`config.mk`:
```
export PLATFORM = sky130hd
export DESIGN_NAME = count_event_monitor
export DESIGN_NICKNAME = d
export VERILOG_FILES = /design/src/rtl/count_event_monitor.sv
export SDC_FILE = /design/constraint.sdc
export NUM_CORES = 1
export LEC_CHECK = 0
export BUFFER_PORTS_ARGS = -buffer_cell sky130_fd_sc_hd__buf_2
export CAP_MARGIN = 0
export CORE_MARGIN = 2
export CORE_UTILIZATION = 38
export CTS_CLUSTER_SIZE = 28
export DETAILED_ROUTE_END_ITERATION = 8
export HOLD_SLACK_MARGIN = 0.02
export SLEW_MARGIN = 20
export SYNTH_ARGS = -nofsm -noshare
export SYNTH_HDL_FRONTEND = slang
export SYNTH_SLANG_ARGS = --single-unit
```
`constraint.sdc`:
```
create_clock -name clk -period 11.2 [get_ports clk]
set_input_delay 0.56 -clock clk [delete_from_list [all_inputs] [get_ports clk]]
set_output_delay 0.56 -clock clk [all_outputs]
set_load 0.005 [all_outputs]
```
`src/rtl/count_event_monitor.sv`:
```
// count_event_monitor
//   Watches the free-running stimulus counter. Each valid sample is compared
//   against NUM_MATCH match values. For each match value the block keeps a
//   saturating hit count and the cycle stamp of its first hit. The run ends on
//   the first valid sample with count_in >= END_COUNT. The block then streams
//   one report record per match value over a valid/ready port.
//
// Ports
//   clk           in   clock, all state on posedge
//   reset         in   asynchronous, active-high reset
//   count_valid   in   count_in is valid this cycle
//   count_in      in   counter value under observation (unsigned)
//   match_val     in   packed match values, entry i at [i*WIDTH +: WIDTH]
//   run_done      out  high from end-of-run until reset
//   report_valid  out  report record presented
//   report_ready  in   consumer accepts record
//   report_idx    out  match index of the presented record
//   report_hits   out  hit count for report_idx
//   report_first  out  first-hit cycle stamp, all-ones if never hit
//   report_last   out  record is the final index
//
// States
//   S_RUN    | sampling count_in, cycle counter running
//   S_REPORT | streaming records, statistics frozen
//   S_DONE   | all records accepted, everything frozen until reset

module count_event_monitor #(
    parameter int WIDTH     = 32,
    parameter int NUM_MATCH = 4,
    parameter int HIT_W     = 8,
    parameter int END_COUNT = 99,
    localparam int IDX_W    = (NUM_MATCH > 1) ? $clog2(NUM_MATCH) : 1
) (
    input  logic                       clk,
    input  logic                       reset,
    input  logic                       count_valid,
    input  logic [WIDTH-1:0]           count_in,
    input  logic [NUM_MATCH*WIDTH-1:0] match_val,
    output logic                       run_done,
    output logic                       report_valid,
    input  logic                       report_ready,
    output logic [IDX_W-1:0]           report_idx,
    output logic [HIT_W-1:0]           report_hits,
    output logic [WIDTH-1:0]           report_first,
    output logic                       report_last
);

    typedef enum logic [1:0] {
        S_RUN    = 2'd0,
        S_REPORT = 2'd1,
        S_DONE   = 2'd2
    } state_t;

    localparam logic [HIT_W-1:0] HIT_MAX = {HIT_W{1'b1}};
    localparam logic [WIDTH-1:0] END_VAL = WIDTH'(END_COUNT);
    localparam logic [IDX_W-1:0] IDX_END = IDX_W'(NUM_MATCH - 1);

    state_t state_q, state_d;

    logic [WIDTH-1:0] cycle_cnt;
    logic [HIT_W-1:0] hits_q    [NUM_MATCH];
    logic [WIDTH-1:0] first_q   [NUM_MATCH];
    logic [HIT_W-1:0] hits_nxt  [NUM_MATCH];
    logic [WIDTH-1:0] first_nxt [NUM_MATCH];

    logic             end_sample;
    logic             handshake;
    logic [IDX_W-1:0] idx_inc;

    assign end_sample   = count_valid && (count_in >= END_VAL);
    assign handshake    = report_valid && report_ready;
    assign idx_inc      = report_idx + 1'b1;
    assign run_done     = (state_q != S_RUN);
    assign report_valid = (state_q == S_REPORT);

    always_ff @(posedge clk or posedge reset) begin
        if (reset) state_q <= S_RUN;
        else       state_q <= state_d;
    end

    always_comb begin
        state_d = state_q;
        case (state_q)
            S_RUN:    if (end_sample) state_d = S_REPORT;
            S_REPORT: if (handshake && report_last) state_d = S_DONE;
            S_DONE:   state_d = S_DONE;
            default:  state_d = S_RUN;
        endcase
    end

    // Next-value statistics for the current sample. Record 0 is loaded from
    // these so the end-of-run sample itself is already counted in it.
    always_comb begin
        for (int i = 0; i < NUM_MATCH; i++) begin
            hits_nxt[i]  = hits_q[i];
            first_nxt[i] = first_q[i];
            if (count_valid && (count_in == match_val[i*WIDTH +: WIDTH])) begin
                if (hits_q[i] != HIT_MAX) hits_nxt[i] = hits_q[i] + 1'b1;
                if (hits_q[i] == '0)      first_nxt[i] = cycle_cnt;
            end
        end
    end

    always_ff @(posedge clk or posedge reset) begin
        if (reset) begin
            cycle_cnt    <= '0;
            for (int i = 0; i < NUM_MATCH; i++) begin
                hits_q[i]  <= '0;
                first_q[i] <= '1;
            end
            report_idx   <= '0;
            report_hits  <= '0;
            report_first <= '0;
            report_last  <= 1'b0;
        end else begin
            case (state_q)
                S_RUN: begin
                    cycle_cnt <= cycle_cnt + 1'b1;
                    for (int i = 0; i < NUM_MATCH; i++) begin
                        hits_q[i]  <= hits_nxt[i];
                        first_q[i] <= first_nxt[i];
                    end
                    if (end_sample) begin
                        report_idx   <= '0;
                        report_hits  <= hits_nxt[0];
                        report_first <= first_nxt[0];
                        report_last  <= (NUM_MATCH == 1);
                    end
                end
                S_REPORT: begin
                    if (handshake && !report_last) begin
                        report_idx   <= idx_inc;
                        report_hits  <= hits_q[idx_inc];
                        report_first <= first_q[idx_inc];
                        report_last  <= (idx_inc == IDX_END);
                    end
                end
                default: ;
            endcase
        end
    end

endmodule

```
* Word-level counts from Yosys, hierarchy flattened
Cells that the tools add are included.
** Storage, ports and cells
- Register bits after elaboration :: 237
- Bits of input ports :: 164
- Output and inout bits :: 45
- Logic and storage cells :: 86
** Cells by class
- $add $sub $neg :: 6
- Magnitude comparators :: 2
- Equal/unequal tests :: 14
- Mux-type cells :: 25
- Bitwise operators :: 1
- Reductions and logical operators :: 24
** Operator list (number)
- 2-to-1 mux 32 bit :: 6
- == test 32 bit :: 4
- binary-select mux 32 bit (select 2 bit) :: 1
- one-hot mux 32 bit (2 select lines) :: 1
- 2-to-1 mux 8 bit :: 6
- adder 32 x 1 -> 32 bit, second input constant :: 1
- adder 8 x 1 -> 8 bit, second input constant :: 4
- >= comparator 32 x 7 -> 1 bit, second input constant :: 1
- zero test 8 bit :: 4
- inequality test 8 bit, second input constant :: 4
- AND reduction 3 bit :: 7
- binary-select mux 8 bit (select 2 bit) :: 1
- one-hot mux 8 bit (2 select lines) :: 1
- logical AND 1 bit :: 8
- 2-to-1 mux 2 bit :: 4
- one-hot mux 2 bit (3 select lines) :: 1
- == test 2 bit, second input constant :: 2
- inequality test 2 x 1 -> 1 bit, second input constant :: 2
- one-hot mux 2 bit (2 select lines) :: 1
- nonzero test 2 bit :: 2
- >= comparator 3 bit, second input constant :: 1
- inverter 2 -> 3 bit :: 1
- adder 2 x 1 -> 2 bit, second input constant :: 1
- == test 2 x 1 -> 1 bit, second input constant :: 1
- 6 further kinds :: 7

* Logic depth before layout (Yosys ltp)
- Word-level depth :: 7
- Mapped depth :: 11
- Gate-level depth less buffers :: 9

* Least setup slack after synthesis
OpenSTA, ideal clock, no wires.
- Path kind :: register to register
- Start :: reg report_idx[0]
- End :: reg report_hits[2]
- Data arrival time :: 2.727 ns
- Required time :: 11.074 ns
- Path slack :: 8.347 ns
- Stages on the path, launching flop included :: 10
- Buffers on the path :: 4
- Period minus slack after synthesis :: 2.853 ns
- Cells stage by stage :: dfrtp_1 > clkbuf_1 > buf_1 > inv_1 > ha_1 > clkbuf_1 > clkbuf_1 > mux4_2 > and3_1 > a221o_1
** Between the ends
- Longest elaborated chain between the ends :: 7
** RTL lines
- start, declared :: RTL line 42 : output logic [IDX_W-1:0] report_idx,
- start signal, assigned :: RTL line 132 : report_idx <= idx_inc;
- adder 2 x 1 -> 2 bit :: RTL line 72 : assign idx_inc = report_idx + 1'b1;
- inverter 2 -> 3 bit (implied by the code) :: RTL line 133 : report_hits <= hits_q[idx_inc];
- binary-select mux 8 bit (select 2 bit) :: RTL line 133
- 2-to-1 mux 8 bit (implied by the code) (2 in series) :: RTL line 133
- 2-to-1 mux 8 bit :: RTL line 131 : if (handshake && !report_last) begin
- one-hot mux 8 bit (2 select lines) :: RTL line 116 : case (state_q)
- end signal, assigned :: RTL line 125 : report_hits <= hits_nxt[0];
- end signal, assigned :: RTL line 133
- end, declared :: RTL line 43 : output logic [HIT_W-1:0] report_hits,
Every way passes these cells. The select of a mux whose other input is x is not followed.
A chain may end at the register's enable or synchronous reset.

* Worst setup path in the final report
- Start :: reg state_q[0]
- End :: reg first_q[6] (netlist bit)
** Between the ends
- Longest elaborated chain between the ends :: 2
** RTL lines
- start, declared :: RTL line 58 : state_t state_q, state_d;
- start signal, assigned :: RTL line 78 : else state_q <= state_d;
- zero test 2 bit :: RTL line 116
- AND reduction 3 bit (no source line)
- end signal, assigned by index :: RTL line 121 : first_q[i] <= first_nxt[i];
- end, declared :: RTL line 62 : logic [WIDTH-1:0] first_q [NUM_MATCH];
Every way passes these cells.

==> impl_metrics.json <==
{
  "rsz0062_at_grt": "false",
  "wl_met1_mm": 15.1,
  "grt_pass1_wl_mm": 56.0,
  "top_layer": "met5",
  "cts.sinks": 237,
  "clkTransAtPathRegs_ps": 60,
  "avgRoutedWirePerCell_um": 20.0,
  "maxCapViolCount": 0,
  "clk_path_buf_depth": 3,
  "grt_max_degree": 118,
  "cp_num_buf_inv": 2,
  "synth_edf_count": 0,
  "grt_pass1_vias": 9657,
  "cts_tree": "built",
  "numCtsBuffers": 26,
  "die_x_um": 192,
  "first_pass_iters": 5,
  "dieArea_um2": 37000,
  "path_class": "flip-flop to flip-flop",
  "cts-hold-fix-buffers": 0,
  "via_per_inst": 5.36,
  "totalWireLength_mm": 35.7,
  "cp_max_fo": 32,
  "vias": 9548,
  "ys_warn_count": 0,
  "crit_chain": "inv_1, ha_1, nand2_1, a2111oi_0, nand4_1, nor4_4, and3_1, buf_4, mux2_2",
  "min_path_type": "input pin to asynchronous set/reset pin",
  "synthToLayoutAreaGrowth_pct": 14.8,
  "synth_seq_area_share_pct": 45.2,
  "slew_headroom_pct": 23.8,
  "cp-end-kind": "flip-flop",
  "crit_family": "simple AND/OR/NAND/NOR gates",
  "maxSlewViolCount": 0,
  "post_cts_buffers": 0,
  "synth_cell_type_count": 61,
  "outcome": "finished, final reports clean",
  "syn_area_per_cell_um2": 11.6,
  "synth_top_flop_cell": "dfstp_2",
  "fin_skew_ps": 18.7,
  "worst_slew_pin_slew_ps": 1140,
  "diodes": 0,
  "finalCritPeriodShare_pct": 33.4,
  "remaining_drc_errors": 0,
  "crit_path_max_incr_delay_ps": 640,
  "cp_slowest_cell": "ha_1",
  "p_total_mw": 1.81,
  "synthesis.nets": 1336,
  "drt_iter0_drc": 503,
  "setup_tns_ps": 0,
  "drive_gt1_share_pct": 43.0,
  "syn-cell-area_um2": 13500,
  "grt-ovfl-total": 0,
  "critPathRequiredTime_ps": 11650,
  "die_y_um": 192,
  "ctsHtreeMaxLevel": 1,
  "start_kind": "flip-flop",
  "ant_nets": 0,
  "fmax_mhz": 267,
  "ctsResizeCount": 0,
  "ios": 209,
  "io_buffer_count": 208,
  "post-route-min-period_ps": 3740,
  "ir_drop_uv": 84.2,
  "power_density_nw_per_um2": 117,
  "antenna_found_initial": 2,
  "syn_inst": 1160,
  "hpwlAfterDp_mm": 23.9,
  "final_area_um2": 15500,
  "p_leak_nw": 6.86,
  "clock_latency_ps": 540,
  "final_util_pct": 44.0,
  "nets": 1478,
  "track_usage_pct": 19.4,
  "async_reset_ff_share_pct": 100,
  "routabilityCongestion": 0.928,
  "row_count": 69,
  "initial_utilization_pct": 38.3,
  "route.met3.wl_mm": 2.02,
  "worstPathArrival_ps": 4190,
  "hold_viol": 0,
  "root_buffer": "clkbuf_16",
  "synth-seq-cells": 237,
  "place_area_um2": 14700,
  "setup_violations": 0,
  "coreArea_um2": 35200,
  "wl_met2_mm": 17.9
}
cells by family (layout without fill, tap and decap cells):
family	count (synthesis)	count (layout)	share of synthesized area (%)
AND/OR/NAND/NOR	268	268	10.5
XOR/XNOR	171	171	11.1
multiplexers	202	202	20.7
buffers and inverters	133	294	4.97
flip-flops	237	237	45.2
AO/OA/AOI/OAI	137	137	6.37
adder cells (fa/ha/maj)	12	12	1.11
final cells by class:
cell class	count	area, µm²
Clock inverter	9	106
Clock buffer	38	726
Multi-Input combinational cell	790	6750
Tap cell	461	577
Fill cell	3281	19700
Sequential cell	237	6090
Timing Repair Buffer	219	1120
Inverter	28	113
path summary, 6_finish.rpt:
check / from / end / slack (ps) / depth (start not counted)
worst min-delay path: reset / report_first[4] / 130 / 2
max in group asynchronous: reset / report_first[5] / 9030 / 4
min in group clk: report_ready / state_q[0] / 450 / 3
worst min register to register: first_q[92] / first_q[92] / 480 / 2
worst max-delay path: state_q[0] / first_q[6] / 7460 / 9
worst max register to register: state_q[0] / first_q[6] / 7460 / 9
sequential cells by signal, indices dropped and copies added, names as in the netlist:
| name | count |
|---|---|
| state_q | 2 |
| report_last | 1 |
| first_q | 128 |
| cycle_cnt | 32 |
| report_first | 32 |
| report_idx | 2 |
| report_hits | 8 |
| hits_q | 32 |
per-stage QoR:
stage / cells / hold slack (ps) / setup WS, ps
5_1_grt: 1782 / 248 / 7190
6_report: 1782 / 130 / 7460
3_5_place_dp: 1735 / 474 / 7420
4_1_cts: 1782 / 225 / 7410
2_1_floorplan: 1160 / 458 / 4350
3_3_place_gp: 1735 / 468 / 7370
worst reg2reg max path: stages (launching register included):
cell	delay, ps
dfrtp_1	400
inv_1	70
ha_1	640
nand2_1	350
a2111oi_0	430
nand4_1	190
nor4_4	440
and3_1	210
buf_4	500
mux2_2	430
cell usage in the layout (no fill, tap or decap), types with 3 or more instances in the layout:
master / count
xnor2_1: 78
buf_2: 208
nand4_1: 19
nand3_1: 42
a221o_1: 3
xor2_1: 93
buf_4: 11
nor4_1: 21
nor2_1: 29
clkinv_2: 6
a22oi_1: 30
and3_1: 15
mux2i_1: 32
ha_1: 10
nor4b_1: 4
clkbuf_8: 3
dfstp_2: 128
nor3_1: 21
mux2_2: 95
clkbuf_1: 9
nand2_1: 76
nor4_2: 3
and4_1: 5
dfrtp_1: 108
mux2_4: 30
mux4_2: 40
o21ai_0: 43
inv_1: 25
a211oi_1: 3
a21oi_1: 38
nand2b_1: 13
clkbuf_16: 26
mux2_1: 5
nor2b_1: 8
synthesized netlist by cell type (all sizes together), types with 5 or more instances:
cell	count	area, µm²
ha	12	150
xnor2	78	683
nand2b	13	81.3
mux2	130	1580
nor2b	9	63.8
a21oi	38	190
nor3	21	105
nand3	43	215
mux4	40	901
nand4	19	119
xor2	93	815
and4	5	43.8
a22oi	30	225
dfrtp	109	2730
nor4	25	190
clkbuf	78	295
mux2i	32	320
nand2	77	305
inv	28	105
dfstp	128	3360
nor2	29	109
and3	16	105
buf	27	270
o21ai	43	215
per-layer routing:
metal  track usage, %  vias up
li1                 -     4384
met1             25.2     4849
met2             33.9      265
met3             3.46       48
met4             3.96        2
met5                0        -
power by group:
| group | switching, mW | total [mW] | internal, mW |
|---|---|---|---|
| logic | 0.0647 | 0.111 | 0.0463 |
| clock network | 0.342 | 0.836 | 0.495 |
| registers | 0.0000000000174 | 0.859 | 0.859 |
Note: power is estimated with default switching activity, not from simulation.
